[src/rtl/tlb_refill_walker.sv]
// Two-level page-table walker answering ITLB/DTLB misses.
// Reads PTEs over a req/gnt/rvalid port and returns a one-cycle fill.
module tlb_refill_walker #(
  parameter int unsigned TIMEOUT = 255
) (
  input  logic        clock,
  input  logic        reset,
  input  logic        miss_valid,
  input  logic [21:0] miss_vpn,
  output logic        miss_ready,
  input  logic [31:0] ptbr,
  output logic        mem_req,
  output logic [31:0] mem_addr,
  input  logic        mem_gnt,
  input  logic        mem_rvalid,
  input  logic [31:0] mem_rdata,
  output logic        fill_valid,
  output logic [21:0] fill_vpn,
  output logic [21:0] fill_ppn,
  output logic        fill_fault,
  output logic        busy
);

  localparam logic [7:0] TO = 8'(TIMEOUT);

  typedef enum logic [2:0] {
    IDLE, L1_REQ, L1_WAIT, L2_REQ, L2_WAIT, RESP
  } state_t;

  state_t      state, state_n;
  logic [21:0] vpn_q;
  logic [31:0] ptbr_q;
  logic [21:0] base_q;
  logic [7:0]  cnt_q, cnt_n;
  logic        accept;
  logic        ld_l1;
  logic        ld_fill;
  logic [21:0] ppn_n;
  logic        fault_n;
  logic [31:0] l1_addr;
  logic [31:0] l2_addr;
  logic        unused_ok;

  assign accept     = miss_valid && (state == IDLE);
  assign miss_ready = (state == IDLE);
  assign busy       = (state != IDLE);
  assign fill_valid = (state == RESP);
  assign unused_ok  = ^mem_rdata[9:1];

  assign l1_addr = ptbr_q
                 + {19'b0, vpn_q[21:11], 2'b00};
  assign l2_addr = {base_q, 10'b0}
                 + {19'b0, vpn_q[10:0], 2'b00};

  always_comb begin
    state_n  = state;
    cnt_n    = cnt_q;
    mem_req  = 1'b0;
    mem_addr = '0;
    ld_l1    = 1'b0;
    ld_fill  = 1'b0;
    ppn_n    = '0;
    fault_n  = 1'b0;
    unique case (state)
      IDLE: begin
        if (miss_valid) state_n = L1_REQ;
      end
      L1_REQ, L2_REQ: begin
        mem_req  = 1'b1;
        mem_addr = (state == L1_REQ) ? l1_addr : l2_addr;
        if (mem_gnt) begin
          state_n = (state == L1_REQ) ? L1_WAIT : L2_WAIT;
          cnt_n   = '0;
        end
      end
      L1_WAIT, L2_WAIT: begin
        // Data arriving on the timeout cycle still takes priority.
        if (mem_rvalid) begin
          if (!mem_rdata[0]) begin
            ld_fill = 1'b1;
            fault_n = 1'b1;
            state_n = RESP;
          end else if (state == L1_WAIT) begin
            ld_l1   = 1'b1;
            state_n = L2_REQ;
          end else begin
            ld_fill = 1'b1;
            ppn_n   = mem_rdata[31:10];
            state_n = RESP;
          end
        end else begin
          cnt_n = cnt_q + 8'd1;
          if (cnt_n == TO) begin
            ld_fill = 1'b1;
            fault_n = 1'b1;
            state_n = RESP;
          end
        end
      end
      RESP: begin
        state_n = IDLE;
      end
      default: begin
        state_n = IDLE;
      end
    endcase
  end

  always_ff @(posedge clock or posedge reset) begin
    if (reset) begin
      state      <= IDLE;
      cnt_q      <= '0;
      vpn_q      <= '0;
      ptbr_q     <= '0;
      base_q     <= '0;
      fill_vpn   <= '0;
      fill_ppn   <= '0;
      fill_fault <= 1'b0;
    end else begin
      state <= state_n;
      cnt_q <= cnt_n;
      if (accept) begin
        vpn_q  <= miss_vpn;
        ptbr_q <= ptbr;
      end
      if (ld_l1) base_q <= mem_rdata[31:10];
      if (ld_fill) begin
        fill_vpn   <= vpn_q;
        fill_ppn   <= ppn_n;
        fill_fault <= fault_n;
      end
    end
  end

endmodule

[config.mk]
export PLATFORM = sky130hd
export DESIGN_NAME = tlb_refill_walker
export DESIGN_NICKNAME = d
export VERILOG_FILES = /design/src/rtl/tlb_refill_walker.sv
export SDC_FILE = /design/constraint.sdc
export NUM_CORES = 1
export LEC_CHECK = 0
export CAP_MARGIN = 30
export CELL_PAD_IN_SITES_DETAIL_PLACEMENT = 1
export CELL_PAD_IN_SITES_GLOBAL_PLACEMENT = 1
export CORE_ASPECT_RATIO = 1.25
export CORE_UTILIZATION = 40
export CTS_BUF_LIST = sky130_fd_sc_hd__clkbuf_4 sky130_fd_sc_hd__clkbuf_8 sky130_fd_sc_hd__clkbuf_16
export CTS_CLUSTER_DIAMETER = 30
export DETAILED_ROUTE_END_ITERATION = 6
export GPL_ROUTABILITY_DRIVEN = 0
export PLACE_DENSITY_LB_ADDON = 0.3
export SETUP_SLACK_MARGIN = 0.05
export SYNTH_ARGS = -nofsm -noshare
export SYNTH_HDL_FRONTEND = slang
export SYNTH_SLANG_ARGS = --single-unit
[constraint.sdc]
create_clock -name clock -period 7.85 [get_ports clock]
set_input_delay 1.57 -clock clock [delete_from_list [all_inputs] [get_ports clock]]
set_output_delay 1.57 -clock clock [all_outputs]
set_load 0.02 [all_outputs]
==> results.sh, run 1 <==
export IMPL_cellPowerDensity_mw_per_mm2=496.8
export IMPL_slew_headroom_pct=38.73
export IMPL_worstMarginPinSlew_ps=919.0
export IMPL_hold_depth=1
export IMPL_synthFlopType="dfrtp_1"
export IMPL_cts_hold_buffers=0
export IMPL_crit_required_ps=6280
export IMPL_hp_class="register to register"
export IMPL_setup_viol=0
export IMPL_synthArstFlopShare_pct=100.0
export IMPL_arrival_ps=3900
export IMPL_clock_latency_ps=430
export IMPL_cts_buffers=17
export IMPL_grt_pass1_vias=6088
export IMPL_nFillCells=1789
export IMPL_startpoint_type="register"
export IMPL_vias=5492
export IMPL_cp_end_kind="output pin"
export IMPL_r2r_end="fill_vpn[18]"
export IMPL_fin_worst_skew_ps=9.336
export IMPL_vdd_ir_drop_max_uv=212.2
export IMPL_wirelength_um=20400
export IMPL_clockRootBuffer="clkbuf_16"
export IMPL_finalSetupTns_ps=0
export IMPL_synth_top_area_share_pct=47.98
export IMPL_crit_family="compound AO/OA/AOI/OAI gates"
export IMPL_via_per_inst=5.547
export IMPL_path_clk_slew_ps=60
export IMPL_yosysWarnings=0
export IMPL_final_hold_violation_count=0
export IMPL_rsz0062_at_grt="no"
export IMPL_die_w_um=119.3
export IMPL_routedWlPerCell_um=20.60
export IMPL_ys_ff_latch=132
export IMPL_cts_setup_buffers=0
export IMPL_r2r_cells=7
export IMPL_outcome="finished, final reports clean"
export IMPL_place_area_mm2=0.008691
export IMPL_htreeDepth=4
export IMPL_antenna_found_initial=1
export IMPL_start_util_pct=40.87
export IMPL_drive_gt1_share_pct=18.99
export IMPL_fin_crit_ps=5469
export IMPL_power_leakage_nw=3.867
export IMPL_io_buffers=162
export IMPL_synth_edf_count=0
export IMPL_ys_seq_area_share_pct=47.98
export IMPL_drt_iter0_markers=196
export IMPL_synth_fp_nets=708
export IMPL_grt_overflow_total=0
export IMPL_pin_count=172
export IMPL_max_cap_violations=0
export IMPL_cts_tree="done"
export IMPL_ant_nets=0
export IMPL_critical_path_slowest_cell="clkdlybuf4s50_1"
export IMPL_fp_dieH_um=148.7
export IMPL_place_hpwl_um=14530
export IMPL_ys_types=56
export IMPL_min_from="ptbr_q[0]"
export IMPL_cp_buffers_inverters=1
export IMPL_drc=0
export IMPL_cp_max_fo=10
export IMPL_area_growth_pct=35.04
export IMPL_final_cell_mix="162 x clkdlybuf4s50_1, 132 x dfrtp_1, 89 x mux2_2"
export IMPL_nets=865
export IMPL_synth_cells=599
export IMPL_synth_cell_area_mm2=0.006884
export IMPL_drt_pre_antenna_iters=4
export IMPL_core_rowCount=53
export IMPL_grt_start_max_net_pins=71
export IMPL_core_mm2=0.01684
export IMPL_grt_pass1_wl_um=32640
export IMPL_r2r_slack_ps=4930
export IMPL_crit_type="register to output pin"
export IMPL_synth_top_cells_by_area="dfrtp_1 48%, mux2_2 15%, xor2_1 3.6%"
export IMPL_avgSynthCellArea_um2=11.49
export IMPL_track_usage_pct=23.91
export IMPL_cp_slowest_stage_delay_ps=670
export IMPL_slew_violations=0
export IMPL_cts_resized=0
export IMPL_final_common_cell="clkdlybuf4s50_1"
export IMPL_synth_area_leader_cell="dfrtp_1"
export IMPL_clockBufferDepth=2
export IMPL_die_area_mm2=0.01774
export IMPL_fmax_mhz=182.8
export IMPL_timing_final_crit_share_pct=69.67
export IMPL_numClockSinks=132
export IMPL_r2r_start="cnt_q[0]"
export IMPL_min_to="ptbr_q[0]"
export IMPL_worstPathCellList="ha_1, fa_1, a21o_1, a221oi_2, o21ai_2, nor2_1, o211ai_1, a31oi_1, clkdlybuf4s50_1"
export IMPL_stdcell_area_mm2=0.009296
-- state kept, by name (all words and copies together) (netlist names) --
name and cells:
base_q 22, cnt_q 8, fill_fault 1, fill_ppn 22
fill_vpn 22, ptbr_q 32, state 3, vpn_q 22
-- per-layer routing --
layer	routed length [um]	track usage [%]	vias up
met4	712	12.75	0
met5	0	0	-
met1	8119	27.26	2785
li1	-	-	2525
met2	10520	41.34	137
met3	1045	5.828	45
-- through the flow --
step	power, mW	instances	hold WS [ps]	utilization (%)	setup WS [ps]
after global placement	3.669	957	481.3	51.60	3034
final	4.619	990	503.9	55.19	2381
after CTS	4.654	989	501.1	55.18	2415
after floorplan	2.807	599	451.2	-	2754
after global routing	4.883	990	515.2	55.19	2259
after detailed placement	3.774	957	492.3	51.60	2966
-- kinds of logic after synthesis --
kind of cell / synth area share (%)
AOI/OAI and AO/OA: 12.87
adders and majority gates: 3.490
DFF: 47.98
and+or+nand+nor: 10.40
xor gates and xnor gates: 5.707
muxes: 16.88
buffers and inverters: 2.672
-- synth_stat cells, types with 3 or more instances --
cell type / n
a211oi_1: 4
a21o_1: 11
a21oi_1: 19
a22o_1: 22
a31oi_1: 4
and2_1: 5
and3_1: 12
and4_1: 6
buf_2: 8
clkbuf_1: 18
dfrtp_1: 132
ha_1: 16
inv_1: 10
mux2_2: 89
mux2_4: 8
mux2i_1: 4
nand2_1: 44
nand2b_1: 3
nand3_1: 13
nand4_1: 10
nor2_1: 18
nor3_1: 8
o2111ai_1: 7
o211ai_1: 8
o21a_1: 3
o21ai_0: 21
o22ai_1: 15
or3_1: 4
or4_1: 3
xnor2_1: 15
xor2_1: 28
-- cell type report --
cell class,instances,area [um^2],area share [%]
inverters,10,42.54,0.4576
multi-input cells,428,3411,36.69
repair buffers,167,1659,17.85
clock buffers,18,439.2,4.724
flip-flops and latches,132,3303,35.53
diodes,1,2.502,0.02692
well taps,220,275.3,2.961
clock inverters,14,163.9,1.763
-- power by group --
part	internal (mW)	switching [mW]	total, mW	leakage, nW
Combinational	1.17	1.29	2.46	1.94
Clock	0.486	0.336	0.821	0.294
Sequential	1.01	0.323	1.34	1.63
Total	2.67	1.95	4.62	3.87
-- worst max-delay path by stage --
stage | from | to | slack [ps] | cells past startpoint
global placement | vpn_q[17] | mem_addr[13] | 3030 | 8
detailed placement | vpn_q[11] | mem_addr[18] | 2970 | 9
global route | vpn_q[11] | mem_addr[26] | 2260 | 9
floorplan | reset | base_q[0] | 2750 | 1
CTS | vpn_q[11] | mem_addr[24] | 2420 | 9
finish | vpn_q[11] | mem_addr[26] | 2380 | 9
Power figures use the tool's default switching activity.
==> inputs of run 2 (changes only) <==
--- a/config.mk
+++ b/config.mk
@@ -9,7 +9,7 @@
 export CELL_PAD_IN_SITES_DETAIL_PLACEMENT = 1
 export CELL_PAD_IN_SITES_GLOBAL_PLACEMENT = 1
 export CORE_ASPECT_RATIO = 1.25
-export CORE_UTILIZATION = 40
+export CORE_UTILIZATION = 39
 export CTS_BUF_LIST = sky130_fd_sc_hd__clkbuf_4 sky130_fd_sc_hd__clkbuf_8 sky130_fd_sc_hd__clkbuf_16
 export CTS_CLUSTER_DIAMETER = 30
 export DETAILED_ROUTE_END_ITERATION = 6
==> constraint.sdc (replaced) <==
create_clock -name clock -period 5.7 [get_ports clock]
set_input_delay 1.14 -clock clock [delete_from_list [all_inputs] [get_ports clock]]
set_output_delay 1.14 -clock clock [all_outputs]
set_load 0.02 [all_outputs]
==> run 2 against run 1 <==
  * Combinational power increased by 37%
  * Clock power increased by 33%
  * Clock skew increased by 0.94 ps
  * Critical path depth decreased by 1
  * Setup slack got worse by 1700 ps
  * Sequential share of layout area increased by 0.077 points
  * Routed wire length decreased by 1.5%
  * Non-clock buffer count unchanged
  * Sequential cell count unchanged
  * Design area decreased by 0.22%
==> results.sh, run 2 (same netlist as run 1, synthesis figures left out) <==
export IMPL_fin_crit_ps=4981
export IMPL_routedWlPerCell_um=20.30
export IMPL_outcome="finished, final reports clean"
export IMPL_fp_dieH_um=150.5
export IMPL_die_w_um=120.8
export IMPL_stdcell_area_mm2=0.009276
export IMPL_finalWorstSetupSlack_ps=718.5
export IMPL_startpoint_type="register"
export IMPL_path_clk_slew_ps=60
export IMPL_die_area_mm2=0.01819
export IMPL_grt_pass1_vias=6028
export IMPL_crit_path_start="vpn_q[19]"
export IMPL_core_mm2=0.01704
export IMPL_drc=0
export IMPL_worstPathCellList="ha_1, and3_1, nand2_1, a21oi_1, o21ai_1, or4_1, o211ai_1, clkdlybuf4s50_1"
export IMPL_ant_nets=0
export IMPL_clock_latency_ps=420
export IMPL_hp_class="register to register"
export IMPL_arrival_ps=3840
export IMPL_crit_type="register to output pin"
export IMPL_power_leakage_nw=3.853
export IMPL_vdd_ir_drop_max_uv=283.1
export IMPL_largest_register="ptbr_q"
export IMPL_slew_headroom_pct=38.14
export IMPL_cellPowerDensity_mw_per_mm2=679.2
export IMPL_stdcell_count=989
export IMPL_clockBufferDepth=2
export IMPL_cts_setup_buffers=0
export IMPL_final_cell_mix="162 x clkdlybuf4s50_1, 132 x dfrtp_1, 89 x mux2_2"
export IMPL_max_cap_violations=0
export IMPL_via_per_inst=5.507
export IMPL_r2r_slack_ps=2760
export IMPL_grt_start_max_net_pins=97
export IMPL_final_common_cell="clkdlybuf4s50_1"
export IMPL_cp_max_fo=8
export IMPL_crit_family="compound AO/OA/AOI/OAI gates"
export IMPL_drt_pre_antenna_iters=4
export IMPL_place_area_mm2=0.008691
export IMPL_utilization_pct=54.43
export IMPL_vias=5446
export IMPL_pin_count=172
export IMPL_largest_reg_flops=32
export IMPL_cts_hold_buffers=0
export IMPL_dp_worst_setup_slack_ps=1224
export IMPL_area_growth_pct=34.75
export IMPL_timing_final_crit_share_pct=87.39
export IMPL_cts_resized=0
export IMPL_fmax_mhz=200.7
export IMPL_cp_end_kind="output pin"
export IMPL_core_rowCount=53
export IMPL_antennaDiodeCount=0
export IMPL_worstMarginPinSlew_ps=927.9
export IMPL_grt_overflow_total=0
export IMPL_place_hpwl_um=14560
export IMPL_nets=865
export IMPL_crit_required_ps=4560
export IMPL_rsz0062_at_grt="no"
export IMPL_final_hold_violation_count=0
export IMPL_min_from="fill_ppn[6]"
export IMPL_p_total_mw=6.300
export IMPL_track_usage_pct=23.54
export IMPL_htreeDepth=4
export IMPL_cp_buffers_inverters=1
export IMPL_critical_path_slowest_cell="clkdlybuf4s50_1"
export IMPL_holdWs_ps=507.2
export IMPL_start_util_pct=40.39
export IMPL_io_buffers=162
export IMPL_grt_pass1_wl_um=32880
export IMPL_finalSetupTns_ps=0
export IMPL_cts_tree="done"
export IMPL_wirelength_um=20080
export IMPL_cp_slowest_stage_delay_ps=670
export IMPL_setup_viol=0
export IMPL_clockRootBuffer="clkbuf_16"
export IMPL_fin_worst_skew_ps=10.28
export IMPL_cts_buffers=17
export IMPL_drive_gt1_share_pct=18.99
export IMPL_r2r_start="cnt_q[0]"
export IMPL_numClockSinks=132
export IMPL_antenna_found_initial=0
export IMPL_drt_iter0_markers=210
export IMPL_place_inst=957
export IMPL_slew_violations=0
run 2: changes by cell type in the layout (fill, tap and decap cells not counted), sizes merged:
cell and delta:
clkbuf +2, clkinv +2, clkinvlp +3, diode -1
inv -7
run 2: path summary, 6_finish.rpt:
kind	endpoint	cells past startpoint
hold / removal	fill_ppn[6]	1
setup reg to reg	fill_vpn[14]	7
max in group asynchronous	ptbr_q[22]	3
hold reg to reg	fill_ppn[6]	1
min in group asynchronous	fill_vpn[2]	2
setup / recovery	mem_addr[13]	8
run 2: metal layers:
metal  wire length [um]  share of wire [%]  global-route usage (%)
met3                818                4.1                   4.811
met5                  0                  0                       0
met2              10550                 53                   41.14
met4                396                2.0                   8.272
met1               8310                 41                   28.62
run 2: final cells by class:
class,count,area (um^2)
Fill cell,1793,7766
Tap cell,220,275.3
Multi-Input combinational cell,428,3411
Timing Repair Buffer,167,1659
Sequential cell,132,3303
Clock buffer,20,454.2
Inverter,10,42.54
Clock inverter,12,131.4
run 2: power by group:
group / total [mW] / switching [mW] / internal, mW
Clock: 1.09 / 0.429 / 0.664
Sequential: 1.85 / 0.451 / 1.40
Combinational: 3.36 / 1.75 / 1.61
Total: 6.30 / 2.63 / 3.67
run 2: worst reg2reg max path: stages, from the launching register on:
cell and delay [ps]:
dfrtp_1 450, ha_1 290, nand3_1 180, xor2_1 200, nor2_1 180, a31oi_1 170
or3_2 920, mux2_4 460
